`config.mk`:
```
export PLATFORM = sky130hd
export DESIGN_NAME = bit_decoder
export DESIGN_NICKNAME = d
export VERILOG_FILES = /design/src/rtl/dcc_pkg.sv /design/src/rtl/dcc_sync_edge.sv /design/src/rtl/bit_decoder.sv
export SDC_FILE = /design/constraint.sdc
export NUM_CORES = 1
export LEC_CHECK = 0
export CAP_MARGIN = 10
export CELL_PAD_IN_SITES_DETAIL_PLACEMENT = 1
export CELL_PAD_IN_SITES_GLOBAL_PLACEMENT = 2
export CORE_ASPECT_RATIO = 0.8
export CORE_MARGIN = 1
export CORE_UTILIZATION = 38
export CTS_CLUSTER_SIZE = 30
export DETAILED_ROUTE_END_ITERATION = 6
export PLACE_DENSITY = 0.87
export SYNTH_ARGS = -nofsm -noshare
export SYNTH_HDL_FRONTEND = slang
export SYNTH_SLANG_ARGS = --single-unit
```
`constraint.sdc`:
```
create_clock -name clk -period 5.3 [get_ports clk]
set_clock_uncertainty 0.2 [all_clocks]
set_input_delay 0.795 -clock clk [delete_from_list [all_inputs] [get_ports clk]]
set_output_delay 0.795 -clock clk [all_outputs]
set_load 0.02 [all_outputs]
```
`src/rtl/dcc_pkg.sv`:
```
// Shared types and constants for the DCC bit decoder.
// The phase classifier is kept here so the unit-based timing windows live in one place.
package dcc_pkg;

  // Matches the encoder's prescaler period in clk cycles per half-bit unit.
  localparam int unsigned DefaultUnitCycles = 8;

  typedef enum logic [1:0] {
    StIdle,
    StLow,
    StHigh
  } dcc_state_e;

  typedef enum logic [1:0] {
    ClsShort,
    ClsLong,
    ClsInvalid
  } phase_class_e;

  // Short: [unit/2, 3*unit/2-1], long: [3*unit/2, 5*unit/2], anything else invalid.
  function automatic phase_class_e classify(input int unsigned len, input int unsigned unit);
    if (len >= unit / 2 && len <= (3 * unit) / 2 - 1) begin
      return ClsShort;
    end else if (len >= (3 * unit) / 2 && len <= (5 * unit) / 2) begin
      return ClsLong;
    end
    return ClsInvalid;
  endfunction

endpackage

```
`src/rtl/dcc_sync_edge.sv`:
```
// Two-flop synchronizer for the DCC line plus registered rise/fall strobes.
// Edges are suppressed until a genuine high level has passed through the synchronizer.
module dcc_sync_edge (
  input  logic clk,
  input  logic reset_n,
  input  logic async_in,
  output logic rise,
  output logic fall
);

  logic       sync1_q, sync2_q;
  logic       prev_q;
  logic [1:0] fill_q;
  logic       armed_q;
  logic       rise_q, fall_q;

  // fill_q tracks when sync2_q carries real line data rather than reset values,
  // so a line held low through reset never looks like a fall.
  always_ff @(posedge clk) begin
    if (!reset_n) begin
      sync1_q <= 1'b1;
      sync2_q <= 1'b1;
      prev_q  <= 1'b1;
      fill_q  <= 2'b00;
      armed_q <= 1'b0;
      rise_q  <= 1'b0;
      fall_q  <= 1'b0;
    end else begin
      sync1_q <= async_in;
      sync2_q <= sync1_q;
      prev_q  <= sync2_q;
      fill_q  <= {fill_q[0], 1'b1};
      armed_q <= armed_q | (fill_q[1] & sync2_q);
      rise_q  <= armed_q & ~prev_q & sync2_q;
      fall_q  <= armed_q & prev_q & ~sync2_q;
    end
  end

  assign rise = rise_q;
  assign fall = fall_q;

endmodule

```
`src/rtl/bit_decoder.sv`:
```
// DCC bit decoder: measures low/high phase lengths and emits one decoded bit per
// low+high pair, or an error strobe on any timing violation.
module bit_decoder
  import dcc_pkg::*;
#(
  parameter int unsigned UNIT_CYCLES = DefaultUnitCycles,
  parameter int unsigned CNT_W       = 8
) (
  input  logic clk,
  input  logic reset_n,
  input  logic encoded_in,
  output logic bit_out,
  output logic bit_valid,
  output logic err
);

  localparam int unsigned LongMax = (5 * UNIT_CYCLES) / 2;
  localparam logic [CNT_W-1:0] CntSat = CNT_W'(LongMax + 1);

  logic rise, fall;

  dcc_sync_edge u_sync_edge (
    .clk      (clk),
    .reset_n  (reset_n),
    .async_in (encoded_in),
    .rise     (rise),
    .fall     (fall)
  );

  dcc_state_e   state_q, state_d;
  phase_class_e low_cls_q, low_cls_d;
  phase_class_e cur_cls;
  logic [CNT_W-1:0] cnt_q, cnt_d;
  logic bit_out_q, bit_out_d;
  logic bit_valid_q, bit_valid_d;
  logic err_q, err_d;

  always_ff @(posedge clk) begin
    if (!reset_n) begin
      state_q     <= StIdle;
      low_cls_q   <= ClsShort;
      cnt_q       <= '0;
      bit_out_q   <= 1'b0;
      bit_valid_q <= 1'b0;
      err_q       <= 1'b0;
    end else begin
      state_q     <= state_d;
      low_cls_q   <= low_cls_d;
      cnt_q       <= cnt_d;
      bit_out_q   <= bit_out_d;
      bit_valid_q <= bit_valid_d;
      err_q       <= err_d;
    end
  end

  // cnt_q equals the length of the phase that an edge on this cycle terminates.
  assign cur_cls = classify(32'(cnt_q), UNIT_CYCLES);

  always_comb begin
    state_d     = state_q;
    low_cls_d   = low_cls_q;
    bit_out_d   = bit_out_q;
    bit_valid_d = 1'b0;
    err_d       = 1'b0;

    if (rise || fall) begin
      cnt_d = CNT_W'(1);
    end else if (cnt_q != CntSat) begin
      cnt_d = cnt_q + CNT_W'(1);
    end else begin
      cnt_d = cnt_q;
    end

    unique case (state_q)
      StIdle: begin
        if (fall) begin
          state_d = StLow;
        end
      end
      StLow: begin
        if (rise) begin
          if (cur_cls == ClsInvalid) begin
            err_d   = 1'b1;
            state_d = StIdle;
          end else begin
            low_cls_d = cur_cls;
            state_d   = StHigh;
          end
        end else if (cnt_q == CntSat) begin
          err_d   = 1'b1;
          state_d = StIdle;
        end
      end
      StHigh: begin
        // The fall that closes this bit also opens the next one.
        if (fall) begin
          state_d = StLow;
          if (low_cls_q == ClsShort && cur_cls == ClsShort) begin
            bit_out_d   = 1'b1;
            bit_valid_d = 1'b1;
          end else if (low_cls_q == ClsLong && cur_cls == ClsLong) begin
            bit_out_d   = 1'b0;
            bit_valid_d = 1'b1;
          end else begin
            err_d = 1'b1;
          end
        end else if (cnt_q == CntSat) begin
          err_d   = 1'b1;
          state_d = StIdle;
        end
      end
      default: state_d = StIdle;
    endcase
  end

  assign bit_out   = bit_out_q;
  assign bit_valid = bit_valid_q;
  assign err       = err_q;

endmodule
```
==> run_results.csv <==
group,metric,value,unit
cts,post_cts_resized,0,
cells_and_area,final_area,0.00123,mm^2
setup_path,path_buf_inv,1,
cts,cts_tree,"built",
cts,cts.path.max_buffers,2,
power,swShare,25.1,%
synth,synth_compound_area_share,10.5,%
synth,ys_types,33,
grt,track_usage,16.4,%
floorplanning,dieArea,0.00317,mm^2
synth,synth_mux_area_share,0.895,%
synth,yosysSeqAreaShare,41.2,%
grt,grt_pass1_wl,3.87,mm
timing,relSlewSlack,65.5,%
synth,syn_inst,125,
timing,drv_slew,0,
power,switchingPower,0.0000818,W
grt,grt_pass1_vias,806,
power,power.leakage,0.447,nW
power,irDropWorstVdd,0.180,mV
setup_path,cp_top_family,"buffers and inverters",
flow_run,drv_cap,0,
setup_path,crit_slowest_cell,"clkdlybuf4s50_1",
synth,ys_warn_count,0,
timing,fmax,454,MHz
setup_path,setup.worst_path.start_class,"flop",
min_path,min_to,"u_sync_edge.sync2_q$_SDFF_PN1_",
setup_path,r2r_cells,7,
power,intPower,0.000244,W
cells_and_area,drive_above_1_share,6.20,%
routing,firstDrtPassIters,4,
cells_and_area,final_cells,167,
setup_path,r2r-end,"low_cls_q[0]$_SDFFE_PN0P_",
power,combPwrFrac,8.3,%
min_path,worstHoldStart,"u_sync_edge.sync1_q$_SDFF_PN1_",
synth,synth_fa_ha_area_share,7.83,%
power,pwr-share-clk,35.1,%
setup_path,path_cells,"clkdlybuf4s50_1",
floorplanning,rows,17,
synth,synth_top_family_by_area,"simple AND/OR/NAND/NOR gates",
setup_path,rrSetupSlack,3320,ps
setup_path,critPathMaxFanout,2,
setup_path,end_kind,"primary output",
cts,cts_setup_buffers,0,
cells_and_area,diodes,0,
setup_path,worstReg2RegStart,"cnt_q[0]$_SDFFE_PN0P_",
timing,period_needed,2200,ps
cts,root_buffer,"clkbuf_8",
setup_path,max_stage_delay,600,ps
cts,htreeDepth,1,
cts,insertion_delay,270,ps
cells_and_area,synthToLayoutAreaGrowth,10.2,%
setup_path,crit_type,"reg -> out",
placement,dp.cells,163,
timing,setup_viol,0,
cells_and_area,nNetsFinal,140,
timing,fin_crit_sh,41.6,%
placement,detailed_place_hpwl,1.65,mm
floorplanning,pin_count,6,
placement,placed_area,0.00118,mm^2
placement,gp_congestion,0.743,
synth,ys_ff_latch,23,
cts,cts.sinks,23,
floorplanning,start_util,40.1,%
grt,grt_antenna_before_repair,0,
grt,grt_max_degree,18,
setup_path,cp.required,4300,ps
cts,cts_made_buffers,3,
synth,synth_xor_area_share,7.05,%
min_path,min_path_cells,1,
floorplanning,core,0.00279,mm^2
grt,overflow,0,
outcome,outcome,"completed",
timing,rsz0062_at_grt,"no",
routing,num_vias,843,
floorplanning,die_x,62.7,um
setup_path,cp_data_arrival_time,1210,ps
routing,post_drt_wl_per_cell,13.4,um
synth,synth_simple_gate_area_share,27.6,%
timing,worst_slew_pin_slew,516,ps
min_path,min_path_type,"reg -> reg",
routing,antenna_left,0,
placement,numPortBuffers,5,
timing,hold_viol,0,
cts,postCtsHoldBufs,0,
power,p_per_area,265,mW/mm^2
cts,cts.reportedPaths.clkPinSlew,90,ps
power,seqPwrFrac,56.7,%
floorplanning,die_height,50.5,um
routing,drt_iter0_drc,47,
timing,tns,0,ps
routing,drc,0,
synth,avgSynthCellArea,8.95,um^2
routing,wl,2.24,mm
routing,post_drt_via_cell_ratio,5.05,
synth,synth_nets,135,
synth,syn_area,0.00112,mm^2
==> cell families (layout without fill, tap and decap cells) <==
| logic type | Yosys count | after routing |
|---|---|---|
| mux | 1 | 1 |
| flops | 23 | 23 |
| xor+xnor | 9 | 9 |
| compound gates | 20 | 20 |
| simple gates | 54 | 54 |
| buf+inv | 11 | 15 |
| fa+ha+maj | 7 | 7 |
==> how the worst max path moves through the flow <==
stage / start / end / depth (start not counted)
3_3_place_gp: reset_n / cnt_q[6]$_SDFFE_PP0N_ / 3
3_5_place_dp: reset_n / cnt_q[6]$_SDFFE_PP0N_ / 3
2_1_floorplan: cnt_q[0]$_SDFFE_PN0P_ / low_cls_q[0]$_SDFFE_PN0P_ / 7
6_report: bit_out$_SDFFE_PN0P_ / bit_out / 1
5_1_grt: reset_n / cnt_q[6]$_SDFFE_PP0N_ / 3
4_1_cts: bit_out$_SDFFE_PN0P_ / bit_out / 1
==> routing by layer <==
layer / vias up / part of all wire [%] / track usage, %
li1: 431 / - / -
met1: 402 / 50 / 20.8
met2: 8 / 47 / 26.4
met3: 2 / 2.6 / 5.45
met4: 0 / 0.67 / 4.65
met5: - / 0 / 0
==> layout by cell type (no fill, tap or decap) <==
| cell | Yosys | routed |
|---|---|---|
| dfxtp_1 | 23 | 23 |
| nand2b_1 | 5 | 5 |
| and3_1 | 3 | 3 |
| nand3_2 | 1 | 1 |
| o21ai_0 | 1 | 1 |
| nor2_2 | 1 | 1 |
| clkinvlp_4 | 0 | 1 |
| clkbuf_8 | 0 | 3 |
| inv_1 | 6 | 6 |
| nor3_1 | 6 | 6 |
| or3_1 | 2 | 2 |
| nor3b_1 | 4 | 4 |
| o22ai_1 | 2 | 2 |
| or4_1 | 1 | 1 |
| a21oi_1 | 7 | 7 |
| nor2_1 | 9 | 9 |
| nor2b_2 | 1 | 1 |
| and2b_1 | 1 | 1 |
| mux2i_1 | 1 | 1 |
| xor2_1 | 6 | 6 |
| and4_1 | 1 | 1 |
| a21boi_1 | 4 | 4 |
| and2_1 | 1 | 1 |
| nand3_1 | 8 | 8 |
| nand2_1 | 4 | 4 |
| a22oi_1 | 1 | 1 |
| o21a_1 | 1 | 1 |
| o21ai_1 | 4 | 4 |
| ha_1 | 7 | 7 |
| or3_4 | 1 | 1 |
| xnor2_1 | 3 | 3 |
| clkdlybuf4s50_1 | 0 | 5 |
| nor2b_1 | 4 | 4 |
| nand4_1 | 1 | 1 |
==> synth_stat cells <==
cell	number	share of area (%)
nor3b_1	4	2.7
nand3_2	1	0.89
o21ai_0	1	0.45
nor2_1	9	3.0
a21boi_1	4	2.7
nor2b_2	1	0.78
and3_1	3	1.7
o21ai_1	4	1.8
or4_1	1	0.67
nor2b_1	4	2.2
dfxtp_1	23	41
or3_4	1	1.0
mux2i_1	1	0.89
o22ai_1	2	1.1
and4_1	1	0.78
or3_1	2	1.1
nand3_1	8	3.6
nor2_2	1	0.56
nor3_1	6	2.7
a21oi_1	7	3.1
o21a_1	1	0.67
and2_1	1	0.56
nand2_1	4	1.3
buf_2	2	0.89
buf_4	3	2.0
nand2b_1	5	2.8
xnor2_1	3	2.3
a22oi_1	1	0.67
nand4_1	1	0.56
ha_1	7	7.8
xor2_1	6	4.7
inv_1	6	2.0
and2b_1	1	0.67
==> power by group through the flow <==
stage,Clock [W],Sequential (W),Combinational (W)
floorplan,0,0.000186,0.0000227
finish,0.000114,0.000185,0.0000269
detailed placement,0,0.000189,0.0000276
global route,0.000129,0.000186,0.0000314
global placement,0,0.000188,0.0000260
CTS,0.000119,0.000185,0.0000273
==> layout make-up <==
cell class                 count  area [um^2]
tap                           38         47.5
fill                         339         1550
clock buffer                   3         41.3
multi-input combinational     91          603
inverter                       6         22.5
sequential                    23          460
clock inverter                 1         7.51
timing repair buffer           5         50.0
==> sequential cells by signal (all words and copies together), names as in the netlist, 2 cells and up <==
register	cells
u_sync_edge.fill_q	2
cnt_q	8
state_q	2
low_cls_q	2
==> per-stage QoR <==
step	total power [W]	worst slack [ps]	hold WS [ps]	util, %
global route	0.000346	3040	235	44.2
global placement	0.000214	2970	194	42.5
CTS	0.000331	3080	221	44.2
finish	0.000326	3100	216	44.2
floorplan	0.000208	3560	186	-
detailed placement	0.000217	2880	198	42.5
(Power assumes the default switching activity.)
